**src/rtl/switch_debouncer_if.sv**
```systemverilog
// Switch-conditioning bundle: raw slide-switch levels in, clean levels,
// edge pulses and qualification status out.
interface switch_debouncer_if #(
  parameter int unsigned N = 6
);

  logic [0:N-1] SW;
  logic [0:N-1] SW_DB;
  logic [0:N-1] SW_RISE;
  logic [0:N-1] SW_FALL;
  logic         CHANGED;
  logic         READY;

  // master drives the raw switches and consumes the conditioned view
  modport master (
    output SW,
    input  SW_DB,
    input  SW_RISE,
    input  SW_FALL,
    input  CHANGED,
    input  READY
  );

  modport slave (
    input  SW,
    output SW_DB,
    output SW_RISE,
    output SW_FALL,
    output CHANGED,
    output READY
  );

endinterface

```
**src/rtl/switch_debouncer.sv**
```systemverilog
// Slide-switch conditioner: two-flop synchroniser, per-channel stability counter,
// registered edge pulses gated by a start-up qualification FSM.
module switch_debouncer #(
  parameter int unsigned N             = 6,
  parameter int unsigned STABLE_CYCLES = 500000,
  parameter int unsigned CNT_W         = 19
) (
  input  logic              MAX10_CLK1_50,
  input  logic              RESET_N,
  switch_debouncer_if.slave sw_if
);

  typedef enum logic {
    ST_INIT,
    ST_RUN
  } state_t;

  // last count before acceptance, and last init count before going to RUN
  localparam logic [CNT_W-1:0] CNT_LAST  = CNT_W'(STABLE_CYCLES - 1);
  localparam logic [CNT_W-1:0] INIT_LAST = CNT_W'(STABLE_CYCLES + 1);

  logic [0:N-1]     meta_q,   meta_d;
  logic [0:N-1]     sync_q,   sync_d;
  logic [0:N-1]     db_q,     db_d;
  logic [0:N-1]     rise_q,   rise_d;
  logic [0:N-1]     fall_q,   fall_d;
  logic             changed_q, changed_d;
  logic             ready_q,  ready_d;
  logic [CNT_W-1:0] cnt_q [N];
  logic [CNT_W-1:0] cnt_d [N];
  logic [CNT_W-1:0] init_cnt_q, init_cnt_d;
  state_t           state_q,  state_d;

  // ---- synchroniser and per-channel debounce ----
  always_comb begin
    meta_d = sw_if.SW;
    sync_d = meta_q;
    db_d   = db_q;
    rise_d = '0;
    fall_d = '0;
    for (int i = 0; i < int'(N); i++) begin
      cnt_d[i] = '0;
      if (sync_q[i] != db_q[i]) begin
        if (cnt_q[i] == CNT_LAST) begin
          db_d[i] = sync_q[i];
          // acceptance on the INIT->RUN edge still sees ST_INIT here: no pulse
          if (state_q == ST_RUN) begin
            rise_d[i] = sync_q[i];
            fall_d[i] = ~sync_q[i];
          end
        end else begin
          cnt_d[i] = cnt_q[i] + 1'b1;
        end
      end
    end
    changed_d = (|rise_d) | (|fall_d);
  end

  // ---- start-up qualification FSM ----
  always_comb begin
    state_d    = state_q;
    init_cnt_d = init_cnt_q;
    ready_d    = ready_q;
    case (state_q)
      ST_INIT: begin
        init_cnt_d = init_cnt_q + 1'b1;
        if (init_cnt_q == INIT_LAST) begin
          state_d = ST_RUN;
          ready_d = 1'b1;
        end
      end
      ST_RUN: begin
        ready_d = 1'b1;
      end
      default: begin
        state_d = ST_INIT;
      end
    endcase
  end

  always_ff @(posedge MAX10_CLK1_50 or negedge RESET_N) begin
    if (!RESET_N) begin
      meta_q     <= '0;
      sync_q     <= '0;
      db_q       <= '0;
      rise_q     <= '0;
      fall_q     <= '0;
      changed_q  <= 1'b0;
      ready_q    <= 1'b0;
      init_cnt_q <= '0;
      state_q    <= ST_INIT;
      for (int i = 0; i < int'(N); i++) begin
        cnt_q[i] <= '0;
      end
    end else begin
      meta_q     <= meta_d;
      sync_q     <= sync_d;
      db_q       <= db_d;
      rise_q     <= rise_d;
      fall_q     <= fall_d;
      changed_q  <= changed_d;
      ready_q    <= ready_d;
      init_cnt_q <= init_cnt_d;
      state_q    <= state_d;
      for (int i = 0; i < int'(N); i++) begin
        cnt_q[i] <= cnt_d[i];
      end
    end
  end

  // ---- outputs ----
  assign sw_if.SW_DB   = db_q;
  assign sw_if.SW_RISE = rise_q;
  assign sw_if.SW_FALL = fall_q;
  assign sw_if.CHANGED = changed_q;
  assign sw_if.READY   = ready_q;

endmodule

```
**src/flat_wrapper.sv**
```systemverilog
// flat-port wrapper written by rule: the top's interface ports become plain ports
module switch_debouncer_flat 
#(
  parameter int unsigned N             = 6,
  parameter int unsigned STABLE_CYCLES = 500000,
  parameter int unsigned CNT_W         = 19
)
  (MAX10_CLK1_50, RESET_N, sw_if_SW, sw_if_SW_DB, sw_if_SW_RISE, sw_if_SW_FALL, sw_if_CHANGED, sw_if_READY);
  switch_debouncer_if #(.N(N)) sw_if_i ();
  input  logic MAX10_CLK1_50;
  input  logic RESET_N;
  input wire logic [$bits(sw_if_i.SW)-1:0] sw_if_SW;
  output wire logic [$bits(sw_if_i.SW_DB)-1:0] sw_if_SW_DB;
  output wire logic [$bits(sw_if_i.SW_RISE)-1:0] sw_if_SW_RISE;
  output wire logic [$bits(sw_if_i.SW_FALL)-1:0] sw_if_SW_FALL;
  output wire logic [$bits(sw_if_i.CHANGED)-1:0] sw_if_CHANGED;
  output wire logic [$bits(sw_if_i.READY)-1:0] sw_if_READY;
  assign sw_if_i.SW = sw_if_SW;
  assign sw_if_SW_DB = sw_if_i.SW_DB;
  assign sw_if_SW_RISE = sw_if_i.SW_RISE;
  assign sw_if_SW_FALL = sw_if_i.SW_FALL;
  assign sw_if_CHANGED = sw_if_i.CHANGED;
  assign sw_if_READY = sw_if_i.READY;
  switch_debouncer #(.N(N), .STABLE_CYCLES(STABLE_CYCLES), .CNT_W(CNT_W)) u_core (.MAX10_CLK1_50(MAX10_CLK1_50), .RESET_N(RESET_N), .sw_if(sw_if_i));
endmodule
```
**config.mk**
```make
export PLATFORM = sky130hd
export DESIGN_NAME = switch_debouncer_flat
export DESIGN_NICKNAME = d
export VERILOG_FILES = /design/src/rtl/switch_debouncer_if.sv /design/src/rtl/switch_debouncer.sv /design/src/flat_wrapper.sv
export SDC_FILE = /design/constraint.sdc
export NUM_CORES = 1
export LEC_CHECK = 0
export ABC_AREA = 0
export CAP_MARGIN = 15
export CORE_MARGIN = 5
export CORE_UTILIZATION = 40
export DETAILED_ROUTE_END_ITERATION = 8
export PLACE_DENSITY = 0.6
export SKIP_LAST_GASP = 1
export SYNTH_ARGS = -nofsm -noshare
export SYNTH_HDL_FRONTEND = slang
export SYNTH_SLANG_ARGS = --single-unit
```
**constraint.sdc**
```tcl
create_clock -name MAX10_CLK1_50 -period 2.38 [get_ports MAX10_CLK1_50]
set_input_delay 0.476 -clock MAX10_CLK1_50 [delete_from_list [all_inputs] [get_ports MAX10_CLK1_50]]
set_output_delay 0.476 -clock MAX10_CLK1_50 [all_outputs]
set_load 0.1 [all_outputs]
```
After elaboration in Yosys (flattened, before gate mapping):

Index checks and enable logic that the tools add are counted.

* register bits after elaboration: 166
* bits of input ports: 8
* output and inout bits: 20

* add/sub/neg operators: 7
* equality and inequality tests: 14
* mux-type cells: 52
* bitwise gates (word level): 8
* reduce and logical (&&, ||, !) cells: 8

Operator list (number)
* 19-bit two-way mux: 12
* 19-bit by 1-bit adder with 19-bit output (second input constant): 7
* 19-bit equality test (second input constant): 7
* 1-bit two-way mux: 39
* 2-bit AND reduction: 6
* 6-bit OR reduction: 2
* 1-bit NOT: 7
* 1-bit != test: 6
* 2-bit by 1-bit != test with 1-bit output (second input constant): 1
* 1-bit one-hot mux with 2 select lines: 1
* 1-bit OR: 1

Longest topological paths before layout:

* word-level depth: 6
* mapped depth: 7

Worst setup path after synthesis:

No wires, ideal clock.

* path kind: register to register
* start point: register u_core.db_q (netlist bit u_core.sw_if.SW_DB[0])
* end point: register u_core.cnt_q[102] (netlist name)
* setup time: 0.132 ns
* arrival: 1.845 ns
* required time: 2.248 ns
* path slack: 0.403 ns
* stages on the path, launching flop included: 5
* buffers on the path: 1
* path through: dfrtp_1 -> xnor2_1 -> o21bai_1 -> clkbuf_1 -> nor2_1

RTL lines
* start, declared: RTL line switch_debouncer.sv:24 `logic [0:N-1] db_q, db_d;`
* start signal, assigned: RTL line switch_debouncer.sv:85 `db_q <= '0;`
* start signal, assigned: RTL line switch_debouncer.sv:98 `db_q <= db_d;`
* end signal, assigned by index: RTL line switch_debouncer.sv:106 `cnt_q[i] <= cnt_d[i];`
* end, declared: RTL line switch_debouncer.sv:29 `logic [CNT_W-1:0] cnt_q [N];`

Final worst setup path:

* start point: register u_core.cnt_q[26] (netlist name)
* end point: register u_core.changed_q (netlist: u_core.sw_if.CHANGED)

* cells in the longest elaborated chain, start to end: 5
* elaborated cells between the ends (all ways): 8

RTL lines
* 19-bit equality test (*): RTL line switch_debouncer.sv:44 `if (cnt_q[i] == CNT_LAST) begin`
* 1-bit two-way mux: RTL line switch_debouncer.sv:44
* 1-bit two-way mux: RTL line switch_debouncer.sv:43 `if (sync_q[i] != db_q[i]) begin`
* 6-bit OR reduction: RTL line switch_debouncer.sv:56 `changed_d = (|rise_d) | (|fall_d);`
* 1-bit OR (*): RTL line switch_debouncer.sv:56
* named net u_core.changed_d: RTL line switch_debouncer.sv:27 `logic changed_q, changed_d;`
* end signal, assigned: RTL line switch_debouncer.sv:101 `changed_q <= changed_d;`
* end, declared: RTL line switch_debouncer.sv:27

The timed path passes the listed nets; every way through them passes the cells marked *.
A chain may end at the register's enable or synchronous reset.

==> flow_summary.ini <==
[critical_path]
critPathMaxFanout = 6
required_ns = 2.73
critical_path.cell_chain = or4_1, or3_1, o32ai_1, a2111o_1
endpoint_kind = flop
slowest_stage = o32ai_1
path_class = reg -> reg
critPathArrivalTime_ns = 2.49
cpPeakStageDelay_ns = 0.56
start_kind = flop

[layout]
antenna_cells = 0
syn2layout_area_growth_pct = 15.3
mostFrequentLayoutCell = dfrtp_1
final_cell_mix = dfrtp_1, nor2_1, xor2_1
drive_gt1_share_pct = 10.3
fin_nets = 798

[cts]
postCtsResizedCells = 0
clk_latency_ns = 0.42
cts_tree = done
cts_made_buffers = 17
clkTransAtPathRegs_ns = 0.06
clockBufferDepth = 2
ctsHoldBuffers = 0
cts-root-buf = clkbuf_16
cts.sinks = 166
post_cts_buffers = 0
htreeDepth = 4

[place]
portBuffers = 27
place.gp.congestion = 0.836
hpwlAfterDp_um = 10700

[floorplan]
rows = 50
ios = 28
fp.dieW_um = 149
dieArea_um2 = 22100
start_util_pct = 40.8
die_h_um = 149
core_area_um2 = 18800

[sta]
skew_ns = 0.0100
period_needed_ns = 2.14
clock.fmax_mhz = 467
worst_pin_slew_ns = 0.633
hold_viol_final = 0
final-setup-viol-count = 0
slew_violations = 0
period_share_pct = 89.9
rsz0062_at_grt = false
slew_headroom_pct = 57.4
setup-tns-final_ns = 0

[synth]
yosysSeqAreaShare_pct = 54.0
synth_seq_cells = 166
syn_area_um2 = 7690
synth_edf_count = 0
synthCells = 736
ys.flop_type = dfrtp_1
ys_warn_count = 0
syn_nets = 752
synthArstFlopShare_pct = 100
yosysUniqueCellTypes = 45
avgSynthCellArea_um2 = 10.4

[pwr]
total_power_w = 0.00566
power_density_nw_per_um2 = 639
ir_drop_mv = 0.435
p_leak_nw = 3.75

[grt]
grt.overflow.total = 0
grt_pass1_vias = 5560
grt_usage_pct = 14.9
antenna_found_initial = 0
grt_pass1_wl_um = 27100
grt_max_degree = 56

[routing]
drc = 0
antenna_left = 0
via_per_inst = 5.24
wl_um = 15300
dr.pass1.iters = 5
vias = 5519
drt_iter0_drc = 320
highest_layer = met4
wl_per_cell_um = 14.5
wl_met1_um = 7150
met3_length_um = 600
dr_wl_met2_um = 7340

[run_status]
status = complete, no violations

[worst_hold_path]
hold_class = in -> async

[job]
cap_violations = 0
==> final cells by class <==
cell class	instances	area, µm²
clock buffers	20	457
clock inverters	11	100
fillers	1754	9960
inverters	20	75.1
multi-input cells	533	3380
flip-flops and latches	166	4150
well taps	260	325
repair buffers	44	374
==> worst max-delay path: cells and delay by family, from the launching register on <==
family	cells	cell delay, ns
compound gates	2	0.76
simple gates	2	0.87
flops	1	0.44
==> power by group <==
group / switching (W) / leakage [nW] / internal, W / total [W]
combinational: 0.000114 / 1.21 / 0.0000584 / 0.000172
clock: 0.00111 / 0.272 / 0.00149 / 0.00260
sequential: 0.0000330 / 2.26 / 0.00286 / 0.00289
total: 0.00125 / 3.75 / 0.00441 / 0.00566
==> cells by family after synthesis <==
kind of cell | after synthesis | synth area share [%]
AND/OR/NAND/NOR | 359 | 25.1
flip-flops | 166 | 54.0
XOR/XNOR | 103 | 11.7
AO/OA/AOI/OAI | 56 | 4.78
buffers and inverters | 37 | 2.00
adder cells (fa/ha/maj) | 8 | 1.30
multiplexers | 7 | 1.01
==> synthesized netlist by cell type, types with 3 or more instances <==
master | n | area share [%]
dfrtp_1 | 166 | 54
nor2_1 | 111 | 5.4
xor2_1 | 53 | 6.0
xnor2_1 | 50 | 5.7
nand2_1 | 49 | 2.4
nand3_1 | 42 | 2.7
nand4_1 | 33 | 2.7
a21oi_1 | 23 | 1.5
inv_1 | 20 | 0.98
nor4_1 | 18 | 1.5
or3_1 | 16 | 1.3
nor3_1 | 15 | 0.98
and4_1 | 14 | 1.6
and4b_1 | 14 | 1.8
clkbuf_1 | 12 | 0.59
or4_1 | 12 | 1.2
o31ai_1 | 11 | 1.1
o21ai_0 | 9 | 0.59
and3_1 | 8 | 0.65
ha_1 | 8 | 1.3
mux2_2 | 6 | 0.88
and2_1 | 4 | 0.33
nor4b_1 | 4 | 0.46
nor4bb_1 | 4 | 0.52
buf_2 | 3 | 0.20
nor2b_1 | 3 | 0.24
o41ai_1 | 3 | 0.34
==> registers in the layout, indices dropped and copies added (netlist names) <==
signal                count
u_core.cnt_q            114
u_core.init_cnt_q        19
u_core.meta_q             6
u_core.sw_if.SW_DB        6
u_core.sw_if.SW_FALL      6
u_core.sw_if.SW_RISE      6
u_core.sync_q             6
u_core.state_q            1
u_core.sw_if.CHANGED      1
u_core.sw_if.READY        1
==> final timing paths <==
kind / cells after the start / from / slack, ns / end
min in group MAX10_CLK1_50: 0 / u_core.meta_q[0] / 0.35 / u_core.sync_q[0]
worst min register to register: 0 / u_core.meta_q[0] / 0.35 / u_core.sync_q[0]
worst max-delay path: 4 / u_core.cnt_q[26] / 0.24 / u_core.sw_if.CHANGED
worst min-delay path: 1 / RESET_N / 0.02 / u_core.cnt_q[1]
max in group asynchronous: 2 / RESET_N / 1.69 / u_core.cnt_q[57]
worst max register to register: 4 / u_core.cnt_q[26] / 0.24 / u_core.sw_if.CHANGED
==> stage by stage <==
| stage | hold WS [ns] | cell area (µm²) | setup slack [ns] | util [%] | instances |
|---|---|---|---|---|---|
| after CTS | 0.0273 | 8870 | 0.210 | 47.1 | 1054 |
| after global routing | 0.0506 | 8870 | 0.0920 | 47.1 | 1054 |
| after detailed placement | 0.335 | 8310 | 0.216 | 44.1 | 1023 |
| after global placement | 0.338 | 8310 | 0.230 | 44.1 | 1023 |
| after floorplan | 0.180 | 7690 | 0.403 | - | 736 |
| final | 0.0244 | 8870 | 0.241 | 47.1 | 1054 |
==> metal layers <==
metal | track usage (%) | vias to the layer above
met5 | 0 | -
met4 | 4.02 | 0
met3 | 4.11 | 11
met2 | 23.6 | 82
met1 | 20.3 | 2732
li1 | - | 2694
Power figures use the tool's default switching activity.
==> RTL edit, RTL diff (config.mk and constraints unchanged) <==
`N` is set to 6 in 3 places; all go to 3.
--- a/src/rtl/switch_debouncer_if.sv
+++ b/src/rtl/switch_debouncer_if.sv
@@ -1,7 +1,7 @@
 // Switch-conditioning bundle: raw slide-switch levels in, clean levels,
 // edge pulses and qualification status out.
 interface switch_debouncer_if #(
-  parameter int unsigned N = 6
+  parameter int unsigned N = 3
 );
 
   logic [0:N-1] SW;
--- a/src/rtl/switch_debouncer.sv
+++ b/src/rtl/switch_debouncer.sv
@@ -1,7 +1,7 @@
 // Slide-switch conditioner: two-flop synchroniser, per-channel stability counter,
 // registered edge pulses gated by a start-up qualification FSM.
 module switch_debouncer #(
-  parameter int unsigned N             = 6,
+  parameter int unsigned N             = 3,
   parameter int unsigned STABLE_CYCLES = 500000,
   parameter int unsigned CNT_W         = 19
 ) (
--- a/src/flat_wrapper.sv
+++ b/src/flat_wrapper.sv
@@ -1,7 +1,7 @@
 // flat-port wrapper written by rule: the top's interface ports become plain ports
 module switch_debouncer_flat 
 #(
-  parameter int unsigned N             = 6,
+  parameter int unsigned N             = 3,
   parameter int unsigned STABLE_CYCLES = 500000,
   parameter int unsigned CNT_W         = 19
 )
Ports: changed (resized sw_if_SW, sw_if_SW_DB, sw_if_SW_FALL and sw_if_SW_RISE); port bits go from 28 to 16. The function was not compared with the original's and may differ.
==> RTL edit against the unedited design <==
Setup slack improved by 210 ps. Non-clock buffer count decreased by 21. Synthesized cell count decreased by 44%. Cell area decreased by 44%. Sequential cell count decreased by 72. Routed wire length decreased by 47%. Power decreased by 48%. Synthesized area decreased by 43%. Critical endpoint is now u_core.sw_if.SW_DB[0]$_DFFE_PN0P_. Highest routed layer unchanged.
==> RTL edit: results <==
metrics = {
    "outcome": {
        "outcome": "complete, no violations",
    },
    "detailed_routing": {
        "vias_per_cell": 5.25,
        "highest_layer": "met4",
        "routed_wl_um": 8140,
        "routed-wl-met2_um": 3690,
        "dr.first_iter.drc_count": 142,
        "detail-route-antenna-nets": 0,
        "first_pass_iters": 4,
        "dr_wl_met3_um": 259,
        "met1_length_um": 4010,
    },
    "finish": {
        "final_nets": 448,
        "reg.largest.list": "u_core.cnt_q x57, u_core.init_cnt_q x19",
        "drive_gt1_share_pct": 11.3,
        "antennaDiodeCount": 0,
        "num-fill-cells": 988,
    },
    "grt": {
        "met2_usage_pct": 21.2,
        "grt_util_met1_pct": 18.8,
        "grt_pass1_wl_um": 14500,
        "use_met3_pct": 2.89,
        "first_global_vias": 3020,
        "grt_max_degree": 49,
        "grt_use_total_pct": 13.8,
    },
    "critical_path": {
        "r2r_setup_slack_ps": 450,
        "cp-startpoint": "u_core.cnt_q[38]$_DFF_PN0_",
        "cp_max_fo": 4,
        "ff2ff_path_depth": 5,
        "slowest_delay_ps": 390,
        "cp_slowest_cell": "dfrtp_1",
        "regToRegEndpoint": "u_core.sw_if.SW_DB[0]$_DFFE_PN0P_",
    },
    "clocking": {
        "clkTransAtPathRegs_ps": 100,
        "htree_levels": 3,
        "clock_latency_ps": 380,
        "cts_buffers": 9,
        "post_cts_buffers": 0,
        "root_buffer": "clkbuf_8",
        "cts_hold_buf": 1,
        "cts_resized": 0,
    },
    "power": {
        "leakage_nw": 2.03,
        "peakVddDrop_mv": 0.302,
    },
    "timing": {
        "worst_pin_slew_ps": 571,
        "final-hold-violation-count": 0,
        "holdWs_ps": 360,
        "fin_skew_ps": 10.7,
    },
    "synthesis": {
        "synthTopCellsByArea": "dfrtp_1, xnor2_1, nor2_1",
        "synth.top_cells.by_count": "dfrtp_1, nor2_1, xnor2_1",
        "synth_warnings": 0,
        "async_flop_share_pct": 100,
        "seq_area_frac_synth_pct": 53.5,
        "syn_nets": 421,
        "synth.distinct_cells": 48,
    },
    "placed_design": {
        "port_buffers": 15,
        "hpwl_um": 5600,
        "gp_congestion": 0.762,
        "place_ws_ps": 437,
        "placed_area_um2": 4720,
    },
    "worst_hold_path": {
        "worstHoldEndpoint": "u_core.sync_q[1]$_DFF_PN0_",
        "hold_start": "u_core.meta_q[1]$_DFF_PN0_",
        "min_path_type": "flop to flop",
    },
}
## RTL edit: changes by cell type after synthesis, sizes merged, moves of 11 or more
cell and change:
dfrtp -72, nor2 -54, xor2 -36, nand2 -24, nand4 -16, a21oi -12, nand3 -12, or3 -12
inv -11
## RTL edit: worst max-delay path by stage
stage                                              endpoint  slack, ps  cells past startpoint
after floorplan                  u_core.cnt_q[15]$_DFF_PN0_        580                      4
after global placement    u_core.sw_if.SW_DB[0]$_DFFE_PN0P_        510                      5
after detailed placement  u_core.sw_if.SW_DB[0]$_DFFE_PN0P_        440                      5
after CTS                 u_core.sw_if.SW_DB[0]$_DFFE_PN0P_        440                      5
after global routing      u_core.sw_if.SW_DB[0]$_DFFE_PN0P_        330                      5
final                     u_core.sw_if.SW_DB[0]$_DFFE_PN0P_        450                      5
## RTL edit: through the flow
stage | instances | utilization [%]
6_report | 583 | 46.0
3_3_place_gp | 566 | 43.7
5_1_grt | 583 | 46.0
2_1_floorplan | 411 | -
4_1_cts | 583 | 46.0
3_5_place_dp | 566 | 43.7
## RTL edit: final cells by class
type	count	share of cell area [%]
clock buffer	10	2.77
clock inverter	6	1.87
inverter	9	0.681
multi-input combinational	301	39.8
sequential	94	47.4
tap	140	3.53
timing repair buffer	23	3.94
## RTL edit: power breakdown
part / switching (mW) / internal [mW]
Sequential: 0.0185 / 1.61
Clock: 0.586 / 0.625
Combinational: 0.0618 / 0.0317
Total: 0.666 / 2.27
## RTL edit: cell families (layout without fill, tap and decap cells)
kind of cell,Yosys count,count (layout),synth area share [%]
compound gates,28,28,4.58
xor+xnor,61,61,12.1
fa+ha+maj,5,5,1.42
buf+inv,16,48,1.65
flops,94,94,53.5
mux,4,4,0.996
simple gates,203,203,25.7
